## src/rtl/uart_frame_pkg.sv

```systemverilog
// Shared types and checksum helpers for the UART frame transmitter.
// Build option UART_FRAME_CRC8_EN switches the trailing check byte from a mod-256 sum to CRC-8.
package uart_frame_pkg;

  typedef enum logic [2:0] {
    IDLE,
    ISSUE,
    WAIT_ACK,
    WAIT_RDY,
    FIN
  } state_t;

  localparam logic [7:0] SYNC_BYTE_DEFAULT = 8'hA5;
  localparam logic [7:0] CRC8_POLY         = 8'h07;

  // MSB-first CRC-8, no reflection, processes one whole byte per call
  function automatic logic [7:0] crc8_byte(input logic [7:0] crc, input logic [7:0] data);
    logic [7:0] c;
    c = crc ^ data;
    for (int i = 0; i < 8; i++) begin
      c = c[7] ? ((c << 1) ^ CRC8_POLY) : (c << 1);
    end
    return c;
  endfunction

  function automatic logic [7:0] check_update(input logic [7:0] acc, input logic [7:0] data);
`ifdef UART_FRAME_CRC8_EN
    return crc8_byte(acc, data);
`else
    return acc + data;
`endif
  endfunction

endpackage

```

## src/rtl/uart_frame_tx.sv

```systemverilog
// Framed-packet producer for the UART write side: SYNC, CMD, LEN, payload (byte 0 first), check byte.
// The check byte is a mod-256 sum, or CRC-8 when UART_FRAME_CRC8_EN is defined.
module uart_frame_tx
  import uart_frame_pkg::*;
#(
  parameter int         PAYLOAD_BYTES = 4,
  parameter logic [7:0] SYNC_BYTE     = SYNC_BYTE_DEFAULT
) (
  input  logic                       clk,
  input  logic                       rst,
  input  logic                       start,
  input  logic [7:0]                 cmd,
  input  logic [8*PAYLOAD_BYTES-1:0] payload,
  output logic                       busy,
  output logic                       done,
  output logic                       uart_wr,
  output logic [7:0]                 uart_data,
  input  logic                       uart_rts
);

  localparam logic [3:0] LAST_IDX  = 4'(PAYLOAD_BYTES + 3);
  localparam logic [7:0] LEN_BYTE  = 8'(PAYLOAD_BYTES);

  state_t                     state_reg, state_next;
  logic [3:0]                 idx_reg, idx_next;
  logic [7:0]                 acc_reg, acc_next;
  logic [7:0]                 cmd_reg, cmd_next;
  logic [8*PAYLOAD_BYTES-1:0] payload_reg, payload_next;
  logic [7:0]                 cur_byte;

  always_ff @(posedge clk or posedge rst) begin
    if (rst) begin
      state_reg   <= IDLE;
      idx_reg     <= '0;
      acc_reg     <= '0;
      cmd_reg     <= '0;
      payload_reg <= '0;
    end else begin
      state_reg   <= state_next;
      idx_reg     <= idx_next;
      acc_reg     <= acc_next;
      cmd_reg     <= cmd_next;
      payload_reg <= payload_next;
    end
  end

  // Payload is held in a shift register, so the current payload byte is always its low byte
  always_comb begin
    cur_byte = payload_reg[7:0];
    if (idx_reg == 4'd0)          cur_byte = SYNC_BYTE;
    else if (idx_reg == 4'd1)     cur_byte = cmd_reg;
    else if (idx_reg == 4'd2)     cur_byte = LEN_BYTE;
    else if (idx_reg == LAST_IDX) cur_byte = acc_reg;
  end

  always_comb begin
    state_next   = state_reg;
    idx_next     = idx_reg;
    acc_next     = acc_reg;
    cmd_next     = cmd_reg;
    payload_next = payload_reg;
    uart_wr      = 1'b0;
    uart_data    = 8'h00;
    done         = 1'b0;
    busy         = (state_reg != IDLE);

    case (state_reg)
      IDLE: begin
        if (start) begin
          cmd_next     = cmd;
          payload_next = payload;
          idx_next     = '0;
          acc_next     = '0;
          state_next   = ISSUE;
        end
      end
      ISSUE: begin
        if (uart_rts) begin
          uart_wr   = 1'b1;
          uart_data = cur_byte;
          // SYNC and the check byte itself are not folded into the accumulator
          if (idx_reg != 4'd0 && idx_reg != LAST_IDX)
            acc_next = check_update(acc_reg, cur_byte);
          if (idx_reg >= 4'd3 && idx_reg != LAST_IDX)
            payload_next = payload_reg >> 8;
          state_next = WAIT_ACK;
        end
      end
      WAIT_ACK: begin
        if (!uart_rts) state_next = WAIT_RDY;
      end
      WAIT_RDY: begin
        if (uart_rts) begin
          if (idx_reg == LAST_IDX) begin
            state_next = FIN;
          end else begin
            idx_next   = idx_reg + 4'd1;
            state_next = ISSUE;
          end
        end
      end
      FIN: begin
        done       = 1'b1;
        state_next = IDLE;
      end
      default: state_next = IDLE;
    endcase
  end

endmodule
```

## config.mk

```make
export PLATFORM = sky130hd
export DESIGN_NAME = uart_frame_tx
export DESIGN_NICKNAME = d
export VERILOG_FILES = /design/src/rtl/uart_frame_pkg.sv /design/src/rtl/uart_frame_tx.sv
export SDC_FILE = /design/constraint.sdc
export NUM_CORES = 1
export LEC_CHECK = 0
export CAP_MARGIN = 10
export CORE_ASPECT_RATIO = 1.5
export CORE_MARGIN = 1.5
export CORE_UTILIZATION = 53
export CTS_CLUSTER_DIAMETER = 30
export DETAILED_ROUTE_END_ITERATION = 10
export GPL_ROUTABILITY_DRIVEN = 0
export HOLD_SLACK_MARGIN = 0.03
export PLACE_DENSITY_LB_ADDON = 0.3
export RECOVER_POWER = 25
export SYNTH_ARGS = -nofsm -noshare
export SYNTH_HDL_FRONTEND = slang
export SYNTH_SLANG_ARGS = --single-unit
```

## constraint.sdc

```tcl
create_clock -name clk -period 4.3 [get_ports clk]
set_clock_uncertainty 0.15 [all_clocks]
set_input_delay 0.645 -clock clk [delete_from_list [all_inputs] [get_ports clk]]
set_output_delay 0.645 -clock clk [all_outputs]
set_load 0.01 [all_outputs]
```

### Word-level counts from Yosys, hierarchy flattened

Index checks and enable logic that the tools add are counted.

| word-level totals | value |
|---|---|
| output and inout bits | 11 |
| flip-flop bits (word level) | 55 |
| input port bits | 44 |
| logic and storage cells | 63 |

| cells by class | value |
|---|---|
| reductions and logical operators | 13 |
| muxes and demuxes | 27 |
| order comparisons | 1 |
| add/sub/neg operators | 2 |
| eq/ne operators | 15 |

Operators with widths:

| operator | count |
|---|---|
| two-way mux 32 bit | 3 |
| two-way mux 8 bit | 9 |
| case mux 32 bit (2 select lines) | 1 |
| case mux 8 bit (2 select lines) | 1 |
| AND reduction 4 bit | 4 |
| two-way mux 3 bit | 5 |
| != test 2 bit, second input constant | 7 |
| two-way mux 4 bit | 3 |
| case mux 3 bit (4 select lines) | 1 |
| adder 8 bit | 1 |
| case mux 4 bit (2 select lines) | 1 |
| equality test 3 x 2 -> 1 bit, second input constant | 2 |
| adder 4 x 1 -> 4 bit, second input constant | 1 |
| equality test 4 x 1 -> 1 bit, second input constant | 1 |
| equality test 4 x 2 -> 1 bit, second input constant | 1 |
| equality test 4 x 3 -> 1 bit, second input constant | 1 |
| greater-or-equal comparator 4 x 2 -> 1 bit, second input constant | 1 |
| zero test 4 bit | 1 |
| != test 4 x 3 -> 1 bit, second input constant | 1 |
| nonzero test 2 bit | 2 |
| nonzero test 4 bit | 1 |
| equality test 3 x 1 -> 1 bit, second input constant | 1 |
| equality test 3 bit, second input constant | 1 |
| zero test 3 bit | 1 |
| 4 further kinds | 7 |

### Depth between registers and ports, before layout

| logic depth | value |
|---|---|
| depth after elaboration | 9 |
| depth in mapped cells | 13 |
| depth with buffers taken out | 13 |

### Worst setup path after synthesis

OpenSTA, ideal clock, no wires.

| path | value |
|---|---|
| path type | reg2reg |
| start point | register idx_reg[0] |
| end point | register acc_reg[6] |
| data arrival time | 2.727 ns |
| stages on the path, launching flop included | 13 |
| path buffers | 1 |
| library setup time | 0.122 ns |
| clock period less this slack | 2.999 ns |
| data required time | 4.028 ns |
| path slack | 1.301 ns |
| path through | dfrtp_1 -> ha_1 -> and3b_1 -> buf_6 -> mux2i_1 -> o31a_1 -> o22a_1 -> fa_1 -> nand2b_1 -> a21oi_1 -> o21a_1 -> o21ai_0 -> a32o_1 |

| between the ends | value |
|---|---|
| longest elaborated chain between the ends | 9 |
| elaborated cells between the ends (all ways) | 17 |
| those cells by class | add/sub (1); eq/ne (5); mux (7); reduce/logical (4) |

RTL lines:

| what | RTL line | text |
|---|---|---|
| start: declaration | uart_frame_tx.sv:25 | `logic [3:0] idx_reg, idx_next;` |
| start signal: assignment | uart_frame_tx.sv:40 | `idx_reg <= idx_next;` |
| equality test 4 x 3 -> 1 bit | uart_frame_tx.sv:53 | `else if (idx_reg == LAST_IDX) cur_byte = acc_reg;` |
| two-way mux 8 bit | uart_frame_tx.sv:53 |  |
| two-way mux 8 bit | uart_frame_tx.sv:52 | `else if (idx_reg == 4'd2) cur_byte = LEN_BYTE;` |
| two-way mux 8 bit | uart_frame_tx.sv:51 | `else if (idx_reg == 4'd1) cur_byte = cmd_reg;` |
| two-way mux 8 bit | uart_frame_tx.sv:50 | `if (idx_reg == 4'd0) cur_byte = SYNC_BYTE;` |
| adder 8 bit | uart_frame_pkg.sv:30 | `return acc + data;` |
| two-way mux 8 bit | uart_frame_tx.sv:82 | `if (idx_reg != 4'd0 && idx_reg != LAST_IDX)` |
| two-way mux 8 bit | uart_frame_tx.sv:78 | `if (uart_rts) begin` |
| case mux 8 bit (2 select lines) | uart_frame_tx.sv:67 | `case (state_reg)` |
| end signal: assignment | uart_frame_tx.sv:41 | `acc_reg <= acc_next;` |
| end: declaration | uart_frame_tx.sv:26 | `logic [7:0] acc_reg, acc_next;` |

Parallel ways exist; a longest one is shown, timed or not. The select of a mux whose other input is x is not followed.
A chain may end at the register's enable or synchronous reset.

### Final worst setup path

| path | value |
|---|---|
| start point | register idx_reg[0] |
| end point | output uart_data[4] |

| between the ends | value |
|---|---|
| longest elaborated chain between the ends | 7 |
| elaborated cells between the ends (all ways) | 10 |
| those cells by class | eq/ne (3); mux (6); reduce/logical (1) |

RTL lines:

| what | RTL line | text |
|---|---|---|
| equality test 4 x 3 -> 1 bit | uart_frame_tx.sv:53 |  |
| two-way mux 8 bit | uart_frame_tx.sv:53 |  |
| two-way mux 8 bit | uart_frame_tx.sv:52 |  |
| two-way mux 8 bit | uart_frame_tx.sv:51 |  |
| two-way mux 8 bit * | uart_frame_tx.sv:50 |  |
| two-way mux 8 bit * | uart_frame_tx.sv:78 |  |
| two-way mux 8 bit * | uart_frame_tx.sv:67 |  |
| end: declaration | uart_frame_tx.sv:17 | `output logic [7:0] uart_data,` |

Mark *: on every way between the ends. The rest lies on a longest branch, timed or not.

==> impl_results.md <==
* Post-CTS setup buffers at 0
* Lkg Pwr at around 1.7 nW
* RSZ-0062 raised after global routing: no
* DR WL/cell at around 15 um
* Reg2Reg Depth at 12
* Initial antenna violation count at 0
* Worst Path Required at 3.50 ns
* Async set-reset flop share out of synthesis at 100%
* Post-CTS sizing at 0
* Synth Flop Type: dfrtp_1
* Tmin final at 3.72 ns
* Setup crit end: uart_data[4]
* Global-route usage over all layers at a little under a quarter
* VDD IR max at about 0.00028 V
* Initial Util at 54.5%
* Synth-to-Final Area Change at 20.4%
* Clock sink total at 55
* Commonest cells post-synth: dfrtp_1 (55), nand2_1 (53), mux2i_1 (33)
* Failing checks: max-capacitance violations, max-slew violations
* Setup_tns at 0 ns
* Final hold vios at 0
* Largest net degree at the start of global routing at 65
* Largest area contributor in the netlist: dfrtp_1
* Post-route insts no fill at 438
* CTS Hold Bufs at 0
* FILL cells at just under 500
* Reg2Reg Launch Point: idx_reg[0]$_DFFE_PP0P_
* Cts bufs inserted at 5
* Row Count at 34
* Final setup violation count at 0
* Die Span X at 65.8 um
* Number of flip-flops in the largest register at 32
* Type of element capturing the critical path: output port
* Rel. slew slack at -26.5%
* Ports at 55
* Final WL at roughly 6.6 mm
* Cells after Synth at 319
* Grt ovf at 0
* Clock Latency Late Sink at slightly above 0.3 ns
* Crit path cell chain: ha_1, and3b_1, mux2i_1, o31a_1, o22ai_1, and2_1, clkdlybuf4s50_1
* Initial DRC count at around 180
* Placed cells at approximately 430
* Synth cell types at 50
* Layout cells sized above 1 at 6.83%
* Port Buffers at between 50 and 60
* Pwr/cell area at 690 nW/um^2
* Die Y at 97.1 um
* Master of the slowest instance on the critical path: and3b_1
* DR vias/cell at 5.66
* Syn_area_per_cell at between 9 and 10 um^2
* Deepest clock path buffer count at 2
* Worst reg2reg path endpoint: acc_reg[6]$_DFFE_PP0P_
* Synth area leaders: dfrtp_1 (44%), mux2i_1 (11%), nand2_1 (6.4%)
* H-tree depth at 2
* Vias in the first global route at 2,464
* Worst path max stage delay at about 0.53 ns
* Synth top area share at 43.9%
* Worst Tran Pin Value at 1.90 ns
* CTS clk-pin slew, worst paths at 0.10 ns
* Syn_nets at roughly 380
* Tcrit/Tclk final at 86.5%
* # diodes at 0
* Die ar. at ~6400 um^2
* Post-route ant nets at 0
* Yosys reg bits at 55
* 1st-pass router iterations at 4
* Seq/Total Area, Yosys at a little over two fifths
* Final #Nets at roughly 420
* Fmax at ~270 MHz
* Max-cap viol count at 1
* Core Box Area at ~5700 um^2
* CTS root buffer: clkbuf_8
* YS warnings at 0
* Post-synth EDFFs at 0
* Status: complete, but fails checks
* Class of the worst hold path: flip-flop to flip-flop
* CTS tree: built
* WP data arrival at a little under 3 ns
* Worst reg2reg setup slack at 0.84 ns
* Worst Setup SP: idx_reg[0]$_DFFE_PP0P_
* First-pass GRT wire length at approximately 11 mm
* Setup Crit Path Kind: flip-flop to output port
* DP HPWL at 4.79 mm
* Vias at between 2,000 and 2,500
* Top-count cell post-synth: dfrtp_1
* Worst-path fanout max at 10
* Cell Area, Synth at 3130 um^2
* CP Launch Type: flip-flop
* Drt drc at 0
* Final slew viol count at 37
-- metal layers --
| metal | global-route usage, % | part of all wire, % |
|---|---|---|
| met3 | 4.17 | 4.5 |
| met4 | 9.29 | 2.7 |
| met2 | 37.1 | 51 |
| met1 | 29.6 | 41 |
| met5 | 0 | 0 |
-- layout make-up --
class                           instances  area, um^2  area share [%]
Multi-Input combinational cell        232        1590            42.2
Sequential cell                        55        1380            36.5
Timing Repair Buffer                   59         574            15.2
Tap cell                               72        90.1            2.39
Clock buffer                            7        86.3            2.29
Inverter                               12        45.0            1.19
Clock inverter                          1        8.76           0.232
-- per-stage QoR --
stage	setup slack (ns)	hold WS, ns	area [um^2]	total power (W)	util (%)
floorplan	1.30	0.299	3130	0.00199	-
global placement	1.01	0.311	3670	0.00225	63.9
detailed placement	0.944	0.320	3670	0.00230	63.9
CTS	0.594	0.341	3770	0.00261	65.6
global route	0.357	0.353	3770	0.00282	65.7
finish	0.580	0.335	3770	0.00260	65.7
-- worst max-delay path, delay by kind of cell (launching register included) --
family,cells,cell delay (ns)
buffers and inverters,1,0.52
flip-flops,1,0.41
AND/OR/NAND/NOR,2,0.70
adder cells (fa/ha/maj),1,0.28
AO/OA/AOI/OAI,2,0.50
multiplexers,1,0.19
-- kinds of logic (layout without fill, tap and decap cells) --
group / after synthesis / count (layout) / share of synthesized area [%]
buffers and inverters: 32 / 79 / 5.35
muxes: 42 / 42 / 13.8
AOI/OAI and AO/OA: 81 / 81 / 17.3
xor gates and xnor gates: 7 / 7 / 1.96
DFF: 55 / 55 / 43.9
adders and majority gates: 12 / 12 / 5.03
and+or+nand+nor: 90 / 90 / 12.6
-- worst min-delay path by stage --
stage                                     start                          end  slack (ns)  cells after the start
floorplan            payload_reg[0]$_DFFE_PP0P_   payload_reg[0]$_DFFE_PP0P_        0.30                      2
global placement    payload_reg[27]$_DFFE_PP0P_  payload_reg[27]$_DFFE_PP0P_        0.31                      2
detailed placement  payload_reg[25]$_DFFE_PP0P_  payload_reg[25]$_DFFE_PP0P_        0.32                      2
CTS                 payload_reg[25]$_DFFE_PP0P_  payload_reg[25]$_DFFE_PP0P_        0.34                      2
global route        payload_reg[31]$_DFFE_PP0P_  payload_reg[31]$_DFFE_PP0P_        0.35                      2
finish              payload_reg[31]$_DFFE_PP0P_  payload_reg[31]$_DFFE_PP0P_        0.34                      2
-- report_power, final --
group | switching, W | total (W) | leakage (nW) | internal (W)
registers | 0.000175 | 0.000917 | 0.697 | 0.000742
clock network | 0.000170 | 0.000302 | 0.0484 | 0.000132
logic | 0.000771 | 0.00138 | 1.00 | 0.000612
-- cell usage in the layout, fill, tap and decap left out, types with 2 or more instances in the layout --
cell,count
a31oi_1,2
o21ai_1,5
nor2_1,15
mux2_2,9
clkbuf_1,2
o211a_1,2
o22a_1,2
nand2_1,52
inv_1,12
dfrtp_1,55
o31a_1,4
clkbuf_8,6
buf_4,2
a21oi_1,9
mux2i_1,33
ha_1,11
nand2b_1,2
clkdlybuf4s50_1,53
xor2_1,5
nand3_1,5
and2_1,5
o22ai_1,5
xnor2_1,2
clkbuf_4,2
a22o_1,3
o31ai_1,4
nand3b_1,2
a211oi_1,2
o21ai_0,32
No activity file was read; power rests on OpenSTA's default activity.
